**src/rtl/abro_event_arbiter.sv**
```systemverilog
// abro_event_arbiter: NUM_CH independent ABRO sequences sharing one output
// port. Each channel completes once it has seen both A and B since its last
// restart. A round-robin arbiter moves one completed channel at a time into
// a single-entry output slot that is drained by a valid/ready handshake.
module abro_event_arbiter #(
    parameter int NUM_CH = 4,
    parameter int CH_W   = 2
) (
    input  logic                  clk,
    input  logic                  reset,
    input  logic [NUM_CH-1:0]     A,
    input  logic [NUM_CH-1:0]     B,
    input  logic [NUM_CH-1:0]     R,
    input  logic                  out_ready,
    output logic                  out_valid,
    output logic [CH_W-1:0]       out_ch,
    output logic [NUM_CH-1:0]     pending,
    output logic [NUM_CH-1:0]     overrun,
    output logic [2*NUM_CH-1:0]   CurrentState
);

    typedef enum logic [1:0] {
        IDLE  = 2'b00,
        GOT_A = 2'b01,
        GOT_B = 2'b10,
        DONE  = 2'b11
    } ch_state_t;

    localparam logic [CH_W-1:0] LAST_CH = CH_W'(NUM_CH - 1);

    ch_state_t         state_q [NUM_CH];
    ch_state_t         state_d [NUM_CH];
    logic [NUM_CH-1:0] overrun_d;
    logic [NUM_CH-1:0] grant;
    logic [CH_W-1:0]   last_grant;
    logic [CH_W-1:0]   winner;
    logic              found;
    logic              slot_free;
    logic              load;

    // Expose the channel state registers and derive the per-channel request.
    always_comb begin
        CurrentState = '0;
        pending      = '0;
        for (int i = 0; i < NUM_CH; i++) begin
            CurrentState[2*i +: 2] = state_q[i];
            pending[i]             = (state_q[i] == DONE);
        end
    end

    // Circular search for the first DONE channel after the last winner.
    always_comb begin
        int              sum;
        logic [CH_W-1:0] idx;
        winner = '0;
        found  = 1'b0;
        sum    = 0;
        idx    = '0;
        for (int off = 1; off <= NUM_CH; off++) begin
            sum = int'(last_grant) + off;
            if (sum >= NUM_CH) begin
                sum = sum - NUM_CH;
            end
            idx = CH_W'(sum);
            if (!found && pending[idx]) begin
                found  = 1'b1;
                winner = idx;
            end
        end
    end

    // The slot accepts a new completion when empty or draining this cycle.
    always_comb begin
        slot_free = !out_valid || out_ready;
        load      = slot_free && found;
        grant     = '0;
        for (int i = 0; i < NUM_CH; i++) begin
            grant[i] = load && (winner == CH_W'(i));
        end
    end

    // Per-channel next state: restart beats load, load beats A/B events.
    always_comb begin
        overrun_d = overrun;
        for (int i = 0; i < NUM_CH; i++) begin
            state_d[i] = state_q[i];
            if (R[i]) begin
                state_d[i]   = IDLE;
                overrun_d[i] = 1'b0;
            end else if (grant[i]) begin
                state_d[i] = IDLE;
            end else begin
                case (state_q[i])
                    IDLE: begin
                        if (A[i] && B[i]) begin
                            state_d[i] = DONE;
                        end else if (A[i]) begin
                            state_d[i] = GOT_A;
                        end else if (B[i]) begin
                            state_d[i] = GOT_B;
                        end
                    end
                    GOT_A: begin
                        if (B[i]) begin
                            state_d[i] = DONE;
                        end
                    end
                    GOT_B: begin
                        if (A[i]) begin
                            state_d[i] = DONE;
                        end
                    end
                    DONE: begin
                        if (A[i] || B[i]) begin
                            overrun_d[i] = 1'b1;
                        end
                    end
                    default: state_d[i] = IDLE;
                endcase
            end
        end
    end

    // Channel state and sticky overrun registers.
    always_ff @(posedge clk) begin
        if (reset) begin
            for (int i = 0; i < NUM_CH; i++) begin
                state_q[i] <= IDLE;
            end
            overrun <= '0;
        end else begin
            for (int i = 0; i < NUM_CH; i++) begin
                state_q[i] <= state_d[i];
            end
            overrun <= overrun_d;
        end
    end

    // Output slot: load a winner, or empty it after a transfer with no requests.
    always_ff @(posedge clk) begin
        if (reset) begin
            out_valid  <= 1'b0;
            out_ch     <= '0;
            last_grant <= LAST_CH;
        end else if (load) begin
            out_valid  <= 1'b1;
            out_ch     <= winner;
            last_grant <= winner;
        end else if (out_valid && out_ready) begin
            out_valid <= 1'b0;
        end
    end

endmodule

```
**config.mk**
```make
export PLATFORM = sky130hd
export DESIGN_NAME = abro_event_arbiter
export DESIGN_NICKNAME = d
export VERILOG_FILES = /design/src/rtl/abro_event_arbiter.sv
export SDC_FILE = /design/constraint.sdc
export NUM_CORES = 1
export LEC_CHECK = 0
export CAP_MARGIN = 5
export CORE_UTILIZATION = 53
export CTS_CLUSTER_DIAMETER = 80
export CTS_CLUSTER_SIZE = 16
export DETAILED_ROUTE_END_ITERATION = 16
export HOLD_SLACK_MARGIN = 0.05
export PLACE_DENSITY = 0.94
export SYNTH_ARGS = -nofsm -noshare
export SYNTH_HDL_FRONTEND = slang
export SYNTH_SLANG_ARGS = --single-unit
```
**constraint.sdc**
```tcl
create_clock -name clk -period 5.86 [get_ports clk]
set_input_delay 0.586 -clock clk [delete_from_list [all_inputs] [get_ports clk]]
set_output_delay 0.586 -clock clk [all_outputs]
set_load 0.005 [all_outputs]
```
; ---- Yosys cells after proc, flatten, opt, wreduce, memory -nomap -nowiden
; Memories as Yosys holds them, arrays and structs flattened.
; Index checks and enable logic that the tools add are counted.
[op_classes]
n_addsub = 8
order_cmp = 8
n_eq_ne = 15
mux = 61
n_bitwise = 8
reduce_logical = 36
[ops]
columns = cell, n
row1 = 2-bit 2-to-1 mux, 40
row2 = 2-bit case mux with 3 select lines, 4
row3 = "2-bit == test, second input constant", 10
row4 = 1-bit logical AND, 13
row5 = 1-bit 2-to-1 mux, 13
row6 = "2-bit by 3-bit less-than comparator with 1-bit output, second input constant", 4
row7 = 3-bit AND reduction, 4
row8 = "2-bit by 1-bit == test with 1-bit output, second input constant", 5
row9 = 2-bit logical NOT, 5
row10 = "3-bit greater-or-equal comparator, second input constant", 3
row11 = 1-bit binary-select mux with 2-bit select, 4
row12 = 2-bit OR reduction, 4
row13 = "2-bit by 1-bit subtractor with 2-bit output, second input constant", 4
row14 = "2-bit by 2-bit adder with 3-bit output, second input constant", 2
row15 = 1-bit logical OR, 5
row16 = "2-bit by 3-bit adder with 4-bit output, second input constant", 1
row17 = "4-bit by 3-bit greater-or-equal comparator with 1-bit output, second input constant", 1
row18 = 1-bit logical NOT, 4
row19 = 1-bit NOT, 4
row20 = 1-bit bitwise OR, 4
row21 = "2-bit by 1-bit adder with 3-bit output, second input constant", 1
row22 = 2-bit nonzero test, 1
[totals]
reg_bits = 9
mem_bits_rw = 8
input_bits = 15
out_inout_bits = 19
elab_cells = 144
memories = 1
[memory_table]
columns = memory, depth, width, rd, rd_ports_with_merged_regs, write_ports, line_no
row1 = state_q, 4, 2, 4, 0, 4, 31  ; ch_state_t state_q [NUM_CH];

; ---- Depth between registers and ports, before layout
; Gate-level depths: netlist of run 1.
[logic_depth]
ltp_word = 20
depth_mapped = 8
depth_no_buf = 6

; ---- Worst setup path before layout of run 1
; No wires, ideal clock.
[synth_path]
kind = register to register
startpoint = memory state_q[3][1] (netlist bit)
endpoint = memory state_q[0][0] (netlist bit)
setup_ns = 0.135
t_arrival_ns = 2.233
t_required_ns = 5.725
slack_ns = 3.491
stages_incl_launch_ff = 8
n_path_buf = 1
period_less_slack_ns = 2.369
cell_sequence = dfxtp_1 -> ha_1 -> clkbuf_1 -> nor4bb_1 -> or4_4 -> or4_4 -> a211oi_2 -> nor4_1
[synth_rtl]
columns = item, line_no
row1 = from (decl), 31

; ---- Final worst setup path of run 1
[layout_path]
startpoint = register last_grant[0]
endpoint = register overrun[0]
[layout_between]
elab_chain_len = 19
elab_cells_between_ends = 43
classes_between = add/sub (8) / order compare (4) / mux (20) / bitwise (1) / reduce/logical (10)
[layout_lines]
columns = item, line_no
row1 = from (decl), 35  ; logic [CH_W-1:0] last_grant;
row2 = from (signal assigned), 148  ; last_grant <= winner;
row3 = 2-bit by 1-bit adder with 3-bit output, 60  ; sum = int'(last_grant) + off;
row4 = 3-bit greater-or-equal comparator or 2-bit by 1-bit subtractor with 2-bit output (tied branches), "61, 62"
row5 = 2-bit 2-to-1 mux, 61  ; if (sum >= NUM_CH) begin
row6 = 1-bit binary-select mux with 2-bit select, 65  ; if (!found && pending[idx]) begin
row7 = 1-bit 2-to-1 mux (not written as such), 65
row8 = 1-bit 2-to-1 mux, 65
row9 = 1-bit logical NOT, 65
row10 = 1-bit logical AND, 65
row11 = [... 3 more ...], --
row12 = 1-bit 2-to-1 mux, 65
row13 = 1-bit logical NOT, 65
row14 = 1-bit logical AND, 65
row15 = 2-bit 2-to-1 mux or 1-bit 2-to-1 mux (tied branches), 65
row16 = 2-bit logical NOT or 1-bit logical AND (tied branches), "78, 75"
row17 = 1-bit logical AND (*), 78  ; grant[i] = load && (winner == CH_W'(i));
row18 = 1-bit NOT (no line) (*), --
row19 = 3-bit AND reduction (no line) (*), --
row20 = to (signal assigned), 135  ; overrun <= overrun_d;
row21 = to (decl), 18  ; output logic [NUM_CH-1:0] overrun,
; Mark *: on every way between the ends. The rest lies on a longest branch, timed or not. The select of a mux whose other input is x is not followed.
; A chain may end at the register's enable or synchronous reset.

==> impl_metrics.py, run 1 <==
metrics = {
    "clock_network": {
        "ctsResizeCount": 0,
        "cts_inserted_buffers": 3,
        "clk_path_buf_depth": 2,
        "clock_latency_ps": 300,
        "clockRootBuffer": "clkbuf_4",
        "post_cts_buffers": 0,
        "cts_tree": "yes",
        "path_clk_slew_ps": 100,
        "clock_sinks": 17,
        "ctsHoldBuffers": 0,
        "h-tree-depth": 1,
    },
    "grt": {
        "grt_pass1_vias": 1403,
        "grt_util_met1": 0.344,
        "grt.overflow.total": 0,
        "grt.busiest_layer": "met2",
        "track_usage": 0.290,
        "grt_max_degree": 20,
        "grt_first_pass_wirelength_um": 6210,
        "globalRouteMet2Util": 0.529,
        "grt_antenna_before_repair": 0,
        "grt_use_met3": 0.0395,
    },
    "critical_path": {
        "arrival_ps": 2840,
        "reg2reg_slack_ps": 3220,
        "critPathTopFamily": "compound AO/OA/AOI/OAI gates",
        "crit_chain": "mux4_2, a2111oi_2, or2_1, nor2_1, a2111oi_2",
        "end_kind": "flop",
        "start_kind": "flop",
        "path_max_fanout": 19,
        "cp.required_ps": 6050,
        "cpMostUsedCell": "a2111oi_2",
        "cpMaxStageDelayCell": "dfxtp_1",
        "cpPeakStageDelay_ps": 680,
        "crit_type": "reg2reg",
        "worst-path-buf-inv": 0,
    },
    "logic_synthesis": {
        "synth_edf_count": 0,
        "syn_area_per_cell_sq_um": 8.73,
        "syn_nets": 199,
        "syn_inst": 164,
        "synthArstFlopShare": 0,
        "synth_warnings": 0,
        "synth_area_sq_mm": 0.00143,
        "ys_types": 43,
        "ys.flop_type": "dfxtp_1",
        "synth-seq-cells": 17,
        "ys_seq_area_frac": 0.238,
    },
    "floorplanning": {
        "rows": 18,
        "die_x_um": 54.0,
        "die-area_sq_mm": 0.00291,
        "start_util": 0.567,
        "core-area_sq_mm": 0.00252,
        "die_h_um": 54.0,
        "io_pins": 34,
    },
    "finish": {
        "diodes": 0,
        "layout_commonest_cell": "clkdlybuf4s50_1",
        "final_cell_mix": "clkdlybuf4s50_1, ha_1, inv_1, dfxtp_1",
        "drive_above_1_share": 0.0825,
        "area_growth_pct": 24.5,
        "nets": 230,
        "final_cells": 224,
    },
    "pwr": {
        "p_leak_uw": 0.000720,
        "peakVddDrop_v": 0.000198,
        "powerDensity_mw_per_mm2": 185,
    },
    "timing": {
        "relSlewSlack": 0.609,
        "drv_slew": 0,
        "timing.final.crit_share": 0.451,
        "period_minus_slack_ps": 2640,
        "tightest_slew_ps": 584,
        "skew_ps": 5.98,
        "hold_viol": 0,
        "fin_hold_ws_ps": 472,
        "setup_viol": 0,
        "rsz0062_at_grt": "false",
        "maxClockFrequency_mhz": 378,
        "tns_ps": 0,
    },
    "route": {
        "firstDrtPassIters": 4,
        "via_per_inst": 6.14,
        "drtAntennaViolNets": 0,
        "wl_per_cell_um": 16.2,
        "vias": 1376,
        "wl_um": 3630,
        "drtIter0Drc": 34,
        "route.detailed.drc": 0,
    },
    "place": {
        "hpwl_um": 2840,
        "io_buffers": 33,
        "dp.cells": 220,
        "routabilityCongestion": 0.895,
    },
    "worst_hold_path": {
        "hp-class": "reg2reg",
    },
    "run": {
        "max_cap_viol_count": 0,
    },
    "status": {
        "status": "complete, no violations",
    },
}
-- flip-flops by register name, indices dropped and copies added, names as in the netlist --
name,cells
state_q,8
overrun,4
last_grant,2
out_ch,2
out_valid,1
-- cell type report --
class                      instances  area (sq um)
multi-input combinational        123           983
fill                             188           741
sequential                        17           340
timing repair buffer              33           330
inverter                          17          63.8
tap                               30          37.5
clock buffer                       4          26.3
-- Yosys cell counts, types with 4 or more instances --
cell     instances  area (sq um)
ha_1            20           250
o21ai_0          9          45.0
nor4_1           5          31.3
inv_1           17          63.8
o21a_1           4          30.0
dfxtp_1         17           340
a21oi_1         15          75.1
nor2_1          15          56.3
nand2_1          5          18.8
or3_1            4          25.0
-- metal layers --
metal  part of all wire  vias to the layer above
li1                   -                      652
met1               0.42                      676
met2               0.52                       41
met3              0.043                        7
met4              0.013                        0
met5                  0                        -
-- path summary, 6_finish.rpt --
| kind | startpoint | depth (start not counted) | to |
|---|---|---|---|
| max reg2reg | last_grant[0] | 5 | overrun[0] |
| max | last_grant[0] | 5 | overrun[0] |
| min | out_ch[1] | 2 | out_ch[1] |
| min reg2reg | out_ch[1] | 2 | out_ch[1] |
-- report_power, final --
| part | internal (uW) | total (uW) | switching [uW] |
|---|---|---|---|
| Sequential | 127 | 149 | 21.5 |
| Combinational | 64.6 | 115 | 50.5 |
| Clock | 26.6 | 66.2 | 39.6 |
-- kinds of logic after synthesis --
| kind of cell | count (synthesis) | share of synthesized area |
|---|---|---|
| AO/OA/AOI/OAI | 44 | 0.211 |
| adder cells (fa/ha/maj) | 20 | 0.175 |
| buffers and inverters | 24 | 0.0752 |
| flip-flops | 17 | 0.238 |
| multiplexers | 9 | 0.0970 |
| AND/OR/NAND/NOR | 50 | 0.205 |
-- worst min-delay path: cells and delay by family, from the launching register on --
kind,cells,cell delay [ps]
flip-flops,1,320
AO/OA/AOI/OAI,1,60
AND/OR/NAND/NOR,1,50
-- per-stage QoR --
stage / worst slack (ps) / util / power, uW / cell area, sq um
floorplan: 3490 / - / 221 / 1430
global placement: 3420 / 0.696 / 255 / 1760
detailed placement: 3300 / 0.696 / 265 / 1760
CTS: 3270 / 0.706 / 329 / 1780
global route: 3050 / 0.706 / 351 / 1780
finish: 3220 / 0.706 / 330 / 1780
Power figures use the tool's default switching activity.
==> run 2: changes to the inputs <==
--- a/config.mk
+++ b/config.mk
@@ -6,12 +6,12 @@
 export NUM_CORES = 1
 export LEC_CHECK = 0
 export CAP_MARGIN = 5
-export CORE_UTILIZATION = 53
+export CORE_UTILIZATION = 50
 export CTS_CLUSTER_DIAMETER = 80
 export CTS_CLUSTER_SIZE = 16
 export DETAILED_ROUTE_END_ITERATION = 16
 export HOLD_SLACK_MARGIN = 0.05
-export PLACE_DENSITY = 0.94
+export PLACE_DENSITY = 0.9
 export SYNTH_ARGS = -nofsm -noshare
 export SYNTH_HDL_FRONTEND = slang
 export SYNTH_SLANG_ARGS = --single-unit
==> constraint.sdc (replaced) <==
create_clock -name clk -period 2.67 [get_ports clk]
set_input_delay 0.267 -clock clk [delete_from_list [all_inputs] [get_ports clk]]
set_output_delay 0.267 -clock clk [all_outputs]
set_load 0.005 [all_outputs]
==> run 2 against run 1 <==
Compared with the run above: first-iteration DRC count shrank 24%; highest routed layer unchanged; clock skew barely moved; total power rose by 120%; worst setup slack got worse by 3100 ps.
==> impl_metrics.py, run 2 (synthesized netlist as in run 1, its figures left out) <==
metrics = {
    "status": {
        "status": "complete, no violations",
    },
    "timing": {
        "relSlewSlack": 0.553,
        "timing.final.crit_share": 0.946,
        "skew_ps": 6.14,
        "period_minus_slack_ps": 2530,
        "hold_viol": 0,
        "setup_viol": 0,
        "tns_ps": 0,
        "rsz0062_at_grt": "false",
        "worst_slack_ps": 145,
        "drv_slew": 0,
        "maxClockFrequency_mhz": 396,
        "tightest_slew_ps": 668,
    },
    "route": {
        "route.detailed.drc": 0,
        "wl_um": 3620,
        "vias": 1380,
        "drtAntennaViolNets": 0,
        "via_per_inst": 6.00,
        "firstDrtPassIters": 4,
        "drtIter0Drc": 26,
        "wl_per_cell_um": 15.7,
    },
    "pwr": {
        "p_int_uw": 486,
        "p_switching_uw": 249,
        "combPwrFrac": 0.364,
        "clkPwrFrac": 0.201,
        "pwr-share-seq": 0.434,
        "powerDensity_mw_per_mm2": 404,
        "swShare": 0.339,
        "p_leak_uw": 0.000746,
        "peakVddDrop_v": 0.000327,
    },
    "critical_path": {
        "worst-path-buf-inv": 0,
        "start_kind": "flop",
        "cpMaxStageDelayCell": "or4_4",
        "arrival_ps": 2690,
        "path_max_fanout": 11,
        "crit_chain": "ha_1, nor4bb_1, or4_4, or4_4, a21oi_2, a2111oi_2",
        "critPathTopFamily": "simple AND/OR/NAND/NOR gates",
        "cpMostUsedCell": "or4_4",
        "cpPeakStageDelay_ps": 580,
        "crit_type": "reg2reg",
        "end_kind": "flop",
        "cp.required_ps": 2830,
    },
    "place": {
        "io_buffers": 33,
        "routabilityCongestion": 0.815,
        "placed_cell_area_sq_mm": 0.00179,
        "hpwl_um": 2860,
        "pre_cts_ws_ps": 200,
    },
    "finish": {
        "final_cell_mix": "clkdlybuf4s50_1, ha_1, inv_1, dfxtp_1",
        "diodes": 0,
        "area_growth_pct": 27.2,
        "nets": 235,
        "largest_reg_flops": 8,
        "n_fill_cell": 219,
        "top_register": "state_q",
        "top_regs": "state_q (8), overrun (4)",
        "fin_area_sq_mm": 0.00182,
        "drive_above_1_share": 0.106,
        "layout_commonest_cell": "clkdlybuf4s50_1",
    },
    "clock_network": {
        "cts_tree": "yes",
        "post_cts_buffers": 0,
        "h-tree-depth": 1,
        "clock_sinks": 17,
        "clock_latency_ps": 300,
        "clockRootBuffer": "clkbuf_4",
        "cts_inserted_buffers": 3,
        "path_clk_slew_ps": 110,
        "clk_path_buf_depth": 2,
    },
    "floorplanning": {
        "io_pins": 34,
        "die-area_sq_mm": 0.00308,
        "core-area_sq_mm": 0.00273,
        "start_util": 0.524,
        "rows": 19,
        "die_h_um": 55.5,
        "die_x_um": 55.5,
    },
    "grt": {
        "grt.overflow.total": 0,
        "grt_pass1_vias": 1308,
        "grt_antenna_before_repair": 0,
        "grt_first_pass_wirelength_um": 6100,
        "track_usage": 0.246,
        "grt_max_degree": 16,
    },
    "worst_hold_path": {
        "hp-class": "reg2reg",
    },
    "run": {
        "max_cap_viol_count": 0,
    },
}
[run 2: cell count changes in the layout (fill, tap and decap cells not counted), sizes merged]
cell / previous run / this run
buf: 0 / 5
[run 2: final timing paths]
| path | to | slack, ps | startpoint | cells past startpoint |
|---|---|---|---|---|
| worst min-delay path | out_ch[1] | 490 | out_ch[1] | 2 |
| worst max register to register | overrun[0] | 140 | state_q[3][1] | 6 |
| worst max-delay path | overrun[0] | 140 | state_q[3][1] | 6 |
| worst min register to register | out_ch[1] | 490 | out_ch[1] | 2 |
[run 2: area by class of cell]
class	count	area, sq um	share of cell area
clock buffer	4	26.3	0.0144
sequential	17	340	0.187
multi-input combinational	123	983	0.540
inverter	17	63.8	0.0351
tap	31	38.8	0.0213
timing repair buffer	38	368	0.202
[run 2: stage by stage]
stage	hold slack, ps	utilization	total power, uW	instances
2_1_floorplan	343	-	486	164
3_3_place_gp	449	0.656	573	226
3_5_place_dp	475	0.656	589	226
4_1_cts	491	0.666	733	230
5_1_grt	513	0.666	778	230
6_report	486	0.666	735	230
[run 2: repair_timing]
action	CTS	global route
resized for setup	0	1
endpoints found under the setup margin	0	1
hold buffers	0	0
[run 2: power by group through the flow]
stage,clock [uW],combinational [uW],sequential (uW)
5_1_grt,161,291,326
3_5_place_dp,0,263,325
3_3_place_gp,0,251,322
4_1_cts,148,266,319
6_report,148,268,319
2_1_floorplan,0,180,306
[run 2: per-layer routing]
metal	track usage	vias to the layer above	wire [um]
met4	0.0821	0	64
li1	-	665	-
met3	0.0351	8	154
met5	0	-	0
met1	0.317	664	1610
met2	0.422	43	1790
[run 2: worst register-to-register path, stage by stage (launching register included)]
cell and delay, ps:
dfxtp_1 450, ha_1 400, nor4bb_1 120, or4_4 580, or4_4 520, a21oi_2 220
a2111oi_2 100
==> edit (settings of run 2) <==
Register the output `overrun` once more, without a reset; this adds one clock of latency there. The other outputs are not delayed to match.
--- a/src/rtl/abro_event_arbiter.sv
+++ b/src/rtl/abro_event_arbiter.sv
@@ -27,6 +27,8 @@
     } ch_state_t;
 
     localparam logic [CH_W-1:0] LAST_CH = CH_W'(NUM_CH - 1);
+
+    logic [NUM_CH-1:0] overrun_s0;
 
     ch_state_t         state_q [NUM_CH];
     ch_state_t         state_d [NUM_CH];
@@ -81,7 +83,7 @@
 
     // Per-channel next state: restart beats load, load beats A/B events.
     always_comb begin
-        overrun_d = overrun;
+        overrun_d = overrun_s0;
         for (int i = 0; i < NUM_CH; i++) begin
             state_d[i] = state_q[i];
             if (R[i]) begin
@@ -127,12 +129,12 @@
             for (int i = 0; i < NUM_CH; i++) begin
                 state_q[i] <= IDLE;
             end
-            overrun <= '0;
+            overrun_s0 <= '0;
         end else begin
             for (int i = 0; i < NUM_CH; i++) begin
                 state_q[i] <= state_d[i];
             end
-            overrun <= overrun_d;
+            overrun_s0 <= overrun_d;
         end
     end
 
@@ -151,5 +153,9 @@
         end
     end
 
+    always_ff @(posedge clk) begin
+        overrun <= overrun_s0;
+    end
+
 endmodule
 
Check against the original RTL: not equivalent (a bounded check fails within 4 cycles, from zero or initial values and one cycle with reset high).
==> edit against run 2 <==
- wire length decreased by 9.1%
- design area decreased by 0.28%
- power decreased by 0.59%
- area after synthesis increased by 3.3%
- worst setup slack improved by 0.48 ns
- non-clock buffer count decreased by 5
- sequential cell count increased by 4
- via count decreased by 3.7%
- synthesized cell count increased by 0.61%
- largest cell class unchanged
==> edit: results (changes against run 2) <==
* Nonclk buf count at 33 (-13%)
* Hold Path Depth at 0 (-2)
* Inverters at 15 (-2)
* Hold endpoint: overrun[3]$_DFF_P_
* Area of placed instances at 1788 sq um (-0.35%)
* GRT Overall Usage at 0.2188 (-0.02764)
* Fillers at 235 (+7.3%)
* R2R cell count at 4 (-2)
* Syn Nets at 200 (+0.50%)
* Worst endpoint data arrival time at 2.28 ns (-0.41 ns)
* DRT iter0 DRCs at 86 (+230%)
* Data buffer area share at 0.1819 (-0.02012)
* DR WL/cell at 14.48 um (-7.9%)
* Multi-input logic area at 942.2 sq um (-4.2%)
* Seq area share at 0.2316 (+0.04462)
* Critical path fanouts, max at 12 (+1)
* Worst Setup EP: state_q[2][0]$_SDFFE_PP0P_
* Crit-path leading delay family: flip-flops
* First-pass GRT wire length at 5533 um (-9.3%)
* Synth cell types at 41 (-4.7%)
* DR vias/cell at 5.855 (-2.4%)
* Dpl hpwl at 2574 um (-10%)
* Largest net degree at the start of global routing at 17 (+1)
* Worst hold start: overrun_s0[3]$_SDFFE_PP0P_
* Synth top cells by count: 21 x dfxtp_1, 20 x ha_1, 16 x a21oi_1, 15 x inv_1, 15 x nor2_1
* Critical Path Source: last_grant[0]$_SDFFE_PP1P_
* Lkg Pwr at 0.7815 nW (+4.7%)
* #FFs+latches synth at 21 (+4)
* Fraction of area in multi-input gates at 0.5190 (-0.02125)
* Outcome: completed
* Final Skew at 0.008262 ns (+0.002117 ns)
* CP max-delay cell: dfxtp_1
* Worst reg-to-reg setup slack at 0.63 ns (+0.48 ns)
* Worst VDD drop at 0.3423 mV (+4.6%)
* Met1 usage in global routing at 0.2639 (-0.05327)
* Worst slew pin tran at 0.5283 ns (-0.1397 ns)
* Largest regs: state_q x8, overrun x4, overrun_s0 x4
* Vias in the first global route at 1,267 (-3.1%)
-- edit: cell types whose count changed after synthesis, sizes merged, moves of 3 or more --
cell	delta
dfxtp	+4
mux2i	+4
o21ai	+3
or3	-4
and3	+6
-- edit: routing by layer --
layer  wire, um  up-vias
met1       1393      623
li1           -      653
met5          0        -
met2       1641       46
met4         61        0
met3        190        7
-- edit: stage by stage --
stage,util,power [W],hold WS (ns),cells,worst slack (ns)
4_1_cts,0.6527,0.0007327,0.3653,227,0.6263
3_5_place_dp,0.6428,0.0005780,0.3472,223,0.6504
6_report,0.6527,0.0007307,0.3624,227,0.6276
5_1_grt,0.6527,0.0007722,0.3697,227,0.5381
3_3_place_gp,0.6428,0.0005645,0.3396,223,0.7615
2_1_floorplan,-,0.0005034,0.3314,165,0.8260
-- edit: report_power, final --
group          switching [W]  internal, W
Sequential         0.0000283     0.000331
Combinational       0.000101     0.000113
Clock               0.000102    0.0000560
Total               0.000231     0.000500
